<file path="src/rtl/mem_wb.sv">
// mem_wb: MEM/WB pipeline register and write-side driver of the register file.
//
// Captures the memory stage result (register write, HI/LO write, LLbit write)
// and presents it one cycle later to the regfile write port, HI/LO unit and
// LLbit unit. Applies the stall/flush bubble policy and counts retired
// register-file writes to nonzero addresses.
//
// Ports:
//   clk, rst          clock, synchronous active-high reset
//   stall[5:0]        per-stage stop vector (bit 4 = MEM held, bit 5 = WB held)
//   flush             exception flush, replaces the MEM result with a bubble
//   mem_*             memory-stage result inputs
//   wb_*              registered outputs to regfile / HI/LO / LLbit units
//   wb_valid          registered slot holds a real instruction
//   retired_cnt       modulo-2^CNT_W count of completed nonzero-address writes
module mem_wb #(
    parameter int CNT_W = 32
) (
    input  logic             clk,
    input  logic             rst,
    input  logic [5:0]       stall,
    input  logic             flush,
    input  logic [4:0]       mem_wd,
    input  logic             mem_wreg,
    input  logic [31:0]      mem_wdata,
    input  logic [31:0]      mem_hi,
    input  logic [31:0]      mem_lo,
    input  logic             mem_whilo,
    input  logic             mem_LLbit_we,
    input  logic             mem_LLbit_value,
    output logic [4:0]       wb_wd,
    output logic             wb_wreg,
    output logic [31:0]      wb_wdata,
    output logic [31:0]      wb_hi,
    output logic [31:0]      wb_lo,
    output logic             wb_whilo,
    output logic             wb_LLbit_we,
    output logic             wb_LLbit_value,
    output logic             wb_valid,
    output logic [CNT_W-1:0] retired_cnt
);

    localparam logic [CNT_W-1:0] CNT_ONE = CNT_W'(1);

    typedef struct packed {
        logic [4:0]  wd;
        logic        wreg;
        logic [31:0] wdata;
        logic [31:0] hi;
        logic [31:0] lo;
        logic        whilo;
        logic        llbit_we;
        logic        llbit_value;
        logic        valid;
    } slot_t;

    slot_t            slot_q, slot_d;
    logic [CNT_W-1:0] cnt_q, cnt_d;
    logic             bubble;
    logic             slot_retires;

    always_comb begin
        slot_d = slot_q;
        cnt_d  = cnt_q;

        // MEM held while WB runs would replay the held instruction next
        // cycle, so that case is bubbled just like a flush.
        bubble = flush || (stall[4] && !stall[5]);

        // The outgoing slot is committed at this edge unless WB is held;
        // address 0 writes reach the regfile but are not real retirements.
        slot_retires = slot_q.valid && slot_q.wreg && (slot_q.wd != 5'd0) && !stall[5];
        if (slot_retires) begin
            cnt_d = cnt_q + CNT_ONE;
        end

        if (bubble) begin
            slot_d = '0;
        end else if (!stall[4]) begin
            // stall[4]=0 with stall[5]=1 is an illegal encoding; it captures.
            slot_d.wd          = mem_wd;
            slot_d.wreg        = mem_wreg;
            slot_d.wdata       = mem_wdata;
            slot_d.hi          = mem_hi;
            slot_d.lo          = mem_lo;
            slot_d.whilo       = mem_whilo;
            slot_d.llbit_we    = mem_LLbit_we;
            slot_d.llbit_value = mem_LLbit_value;
            slot_d.valid       = 1'b1;
        end
    end

    always_ff @(posedge clk) begin
        if (rst) begin
            slot_q <= '0;
            cnt_q  <= '0;
        end else begin
            slot_q <= slot_d;
            cnt_q  <= cnt_d;
        end
    end

    assign wb_wd          = slot_q.wd;
    assign wb_wreg        = slot_q.wreg;
    assign wb_wdata       = slot_q.wdata;
    assign wb_hi          = slot_q.hi;
    assign wb_lo          = slot_q.lo;
    assign wb_whilo       = slot_q.whilo;
    assign wb_LLbit_we    = slot_q.llbit_we;
    assign wb_LLbit_value = slot_q.llbit_value;
    assign wb_valid       = slot_q.valid;
    assign retired_cnt    = cnt_q;

endmodule

</file>
<file path="config.mk">
export PLATFORM = sky130hd
export DESIGN_NAME = mem_wb
export DESIGN_NICKNAME = d
export VERILOG_FILES = /design/src/rtl/mem_wb.sv
export SDC_FILE = /design/constraint.sdc
export NUM_CORES = 1
export LEC_CHECK = 0
export CAP_MARGIN = 20
export CORE_MARGIN = 5
export CORE_UTILIZATION = 25
export DETAILED_ROUTE_END_ITERATION = 7
export DONT_BUFFER_PORTS = 1
export PLACE_DENSITY_LB_ADDON = 0.2
export SLEW_MARGIN = 20
export SYNTH_ARGS = -nofsm -noshare
export SYNTH_HDL_FRONTEND = slang
export SYNTH_SLANG_ARGS = --single-unit
</file>
<file path="constraint.sdc">
create_clock -name clk -period 2.28 [get_ports clk]
set_input_delay 0.456 -clock clk [delete_from_list [all_inputs] [get_ports clk]]
set_output_delay 0.456 -clock clk [all_outputs]
set_load 0.005 [all_outputs]
</file>
## Yosys cells after proc, flatten, opt, wreduce, memory -nomap -nowiden

Cells that the tools add are included.

- Register bits after elaboration: 138
- Input port bits: 114
- Output and inout port bits: 138
- Word-level logic and storage cells: 19

- Add/sub/neg operators: 1
- Reduce and logical (&&, ||, !) cells: 8

Operators by type and width:

| operator | count |
|---|---|
| 32-bit by 1-bit adder with 32-bit output (second input constant) | 1 |
| 5-bit nonzero test | 1 |
| 1-bit logical AND | 4 |
| 2-bit OR reduction | 1 |
| 1-bit zero test | 1 |
| 1-bit logical OR | 1 |

## Longest topological paths before layout

- Word-level depth: 4
- Mapped depth: 7
- Gate-level depth less buffers: 5

## Least setup slack after synthesis

OpenSTA, ideal clock, no wires.

- Kind: register to register
- From: register cnt_q[0] (netlist: retired_cnt[0])
- To: register cnt_q[31] (netlist: retired_cnt[31])
- Setup time: 0.123 ns
- Data arrival time: 1.696 ns
- Data required time: 2.157 ns
- Path slack: 0.461 ns
- Cell stages (with the launch flop): 6
- Path buffers: 1
- Clock period less this slack: 1.819 ns
- Cells stage by stage: dfxtp_1 -> nand3_1 -> or4_4 -> buf_6 -> nor4_4 -> mux2_1

- Cells in the longest elaborated chain, start to end: 1

Ends and longest elaborated chain:

| item | line | RTL |
|---|---|---|
| from (decl) | 58 | `logic [CNT_W-1:0] cnt_q, cnt_d;` |
| from (signal assigned) | 99 | `cnt_q <= cnt_d;` |
| 32-bit by 1-bit adder with 32-bit output | 74 | `cnt_d = cnt_q + CNT_ONE;` |

Every way passes these cells.
A chain may end at the register's enable or synchronous reset.

## Worst setup path after layout

- From: register cnt_q[9] (netlist: retired_cnt[9])
- To: register cnt_q[15] (netlist: retired_cnt[15])

The elaborated chain is that of the path after synthesis.

==> reports/metrics.cfg <==
[run_status]
status=completed

[power]
power_density_mw_per_mm2=832.4
ir_drop_mv=0.4166
power.share.switching_pct=24.65
switchingPower_mw=1.319
p_clk_share_pct=49.8
p_leak_nw=2.615
seq_power_share_pct=46.9
comb_power_share_pct=3.3
p_int_mw=4.033

[synth]
synth_cell_types=38
yosysSeqAreaShare_pct=49.92
synth_area_mm2=0.005534
syn_inst=545
yosys-mux-area-fraction_pct=21.89
synth_simple_gate_area_share_pct=19.49
yosysWarnings=0
synth-xor-area-share_pct=0.4748
synth-adder-area-share_pct=0.2261
synth_area_per_cell_um2=10.15
synth_top_family_by_area=multiplexers
syn-num-nets=660
synth-seq-cells=138
synth-compound-area-share_pct=4.070

[job]
drv_cap=0

[routing]
drt_iter0_markers=97
wl_um=14730
drt.antenna.violating_nets=0
dr.pass1.iters=4
viasPerCell=4.654
drc=0
routed-via-count=3891
wire_per_inst_um=17.62

[finish]
fin_cells=836
final_util_pct=29.46
syn_to_final_growth_pct=16.19
final_nets=658
drive_gt1_share_pct=12.41
nFillCells=2299
n_antenna_cell=0

[global_routing]
grt.overflow.total=0
antenna_found_initial=1
grt_max_degree=108
grt_pass1_wl_um=22960
gr-usage-all-layers_pct=11.37
grt_pass1_vias=3966

[setup_path]
cp.arrival_ns=2.28
cp-startpoint=retired_cnt[9]
reg2reg_from=retired_cnt[9]
required_ns=2.58
critPathMaxFanout=6
critPathKind=reg -> reg
cp-end-kind=flip-flop
start_kind=flip-flop

[hold_path]
min-delay-start=rst
worstHoldPathType=in -> reg

[placement]
hpwl_um=10680
io_buffer_count=0
dp.cells=804
dp_slack_ns=0.2846
place_congestion=0.7239

[timing]
setup_viol=0
setup_tns_ns=0
fin_worst_skew_ns=0.008702
min_period_ns=1.985
worst_pin_slew_ns=0.5013
rsz0062_at_grt=no
slew-limit-headroom_pct=66.58
maxSlewViolCount=0
hold_violations=0
finalCritPeriodShare_pct=87.07
fmax_mhz=503.8
timing.final.ws_setup_ns=0.2949

[floorplanning]
core_mm2=0.02182
rows=54
start_util_pct=25.36
die_h_um=158.8
die_w_um=158.8
ioPinCount=252
die-area_mm2=0.02521

[cts]
cts_resized=0
cts_tree=yes
postCtsSetupBuffers=0
clockBufferDepth=2
ctsHoldBuffers=0
cts_made_buffers=17
clk_pin_slew_ns=0.07
cts.sinks=138
cts-root-buf=clkbuf_16
clk_latency_ns=0.41
htree_levels=4

[stage by stage]
| step | power (mW) | instance area (um^2) | hold slack, ns |
|---|---|---|---|
| 6_report | 5.353 | 6430 | 0.1129 |
| 4_1_cts | 5.483 | 6430 | 0.08125 |
| 3_3_place_gp | 2.738 | 5858 | 0.4984 |
| 2_1_floorplan | 2.754 | 5534 | 0.4553 |
| 3_5_place_dp | 2.744 | 5858 | 0.5092 |
| 5_1_grt | 5.590 | 6430 | 0.08184 |
[sequential cells by signal (all words and copies together), names as in the netlist]
register,cells
retired_cnt,32
wb_hi,32
wb_lo,32
wb_wdata,32
wb_wd,5
wb_LLbit_value,1
wb_LLbit_we,1
wb_valid,1
wb_whilo,1
wb_wreg,1
[critical path, stage by stage, from the launching register on]
cell and delay [ns]:
dfxtp_1 0.42, nand2_1 0.08, or4_4 0.63, buf_12 0.19, nor3_1 0.19, mux2_2 0.36
[power groups by stage]
stage               sequential (mW)  clock [mW]  combinational (mW)
CTS                            2.51        2.79               0.178
global route                   2.52        2.88               0.199
global placement               2.57           0               0.171
detailed placement             2.57           0               0.179
finish                         2.51        2.67               0.174
floorplan                      2.55           0               0.208
[worst paths after layout]
check,end,slack (ns),cells after the start
setup / recovery,retired_cnt[15],0.29,5
hold / removal,retired_cnt[24],0.11,1
setup reg to reg,retired_cnt[15],0.29,5
hold reg to reg,retired_cnt[24],0.51,2
[layer usage]
layer / part of all wire [%] / GRT usage (%) / up-vias
met3: 10 / 6.532 / 24
li1: - / - / 1887
met4: 2.0 / 4.067 / 2
met5: 0.14 / 0 / -
met2: 49 / 18.59 / 163
met1: 39 / 12.27 / 1815
[cell usage after synthesis]
cell	n	area share [%]
a21oi_1	16	1.4
and2_1	3	0.34
and3_1	3	0.34
and3b_1	1	0.16
and4_1	4	0.63
buf_1	11	0.75
buf_2	9	0.81
buf_4	2	0.27
buf_6	5	1.0
clkbuf_1	10	0.68
dfxtp_1	138	50
ha_1	1	0.23
inv_1	6	0.41
mux2_1	6	1.2
mux2_2	6	1.2
mux2_4	1	0.27
mux2i_1	106	19
nand2_1	11	0.75
nand2_2	1	0.11
nand3_1	7	0.63
nand4_1	8	0.90
nand4_4	1	0.38
nor2_1	123	8.3
nor2b_1	13	1.5
nor3_1	4	0.36
nor4_1	2	0.23
nor4_2	2	0.45
nor4_4	5	1.9
o211ai_1	1	0.14
o211ai_4	1	0.38
o21ai_0	4	0.36
o21ai_1	1	0.090
o21ai_2	1	0.16
o31ai_1	11	1.5
or3_1	5	0.57
or4_1	11	1.5
or4_4	2	0.41
xor2_1	3	0.47
[layout by cell type, fill, tap and decap left out, drive strengths merged, types with 4 or more instances in the layout]
| cell | synthesis | layout |
|---|---|---|
| a21oi | 16 | 16 |
| inv | 6 | 13 |
| mux2i | 106 | 106 |
| o21ai | 6 | 6 |
| nand3 | 7 | 7 |
| nand2 | 12 | 12 |
| o31ai | 11 | 11 |
| nor2 | 123 | 123 |
| clkinv | 0 | 4 |
| mux2 | 13 | 13 |
| and4 | 4 | 4 |
| or3 | 5 | 5 |
| nand4 | 9 | 9 |
| buf | 27 | 16 |
| nor2b | 13 | 13 |
| clkbuf | 10 | 18 |
| or4 | 13 | 13 |
| nor4 | 9 | 9 |
| nor3 | 4 | 4 |
| dfxtp | 138 | 138 |
[cell families after synthesis]
family	Yosys count
AO/OA/AOI/OAI	35
XOR/XNOR	3
adder cells (fa/ha/maj)	1
multiplexers	119
buffers and inverters	43
flip-flops	138
AND/OR/NAND/NOR	206
[area by class of cell]
type	instances	area (um^2)	share of cell area [%]
sequential	138	2763	42.97
timing repair buffer	16	157.7	2.452
multi-input combinational	364	2565	39.89
clock inverter	14	132.6	2.063
clock buffer	18	439.2	6.830
inverter	6	22.52	0.3503
tap	280	350.3	5.449
Power figures use the tool's default switching activity.
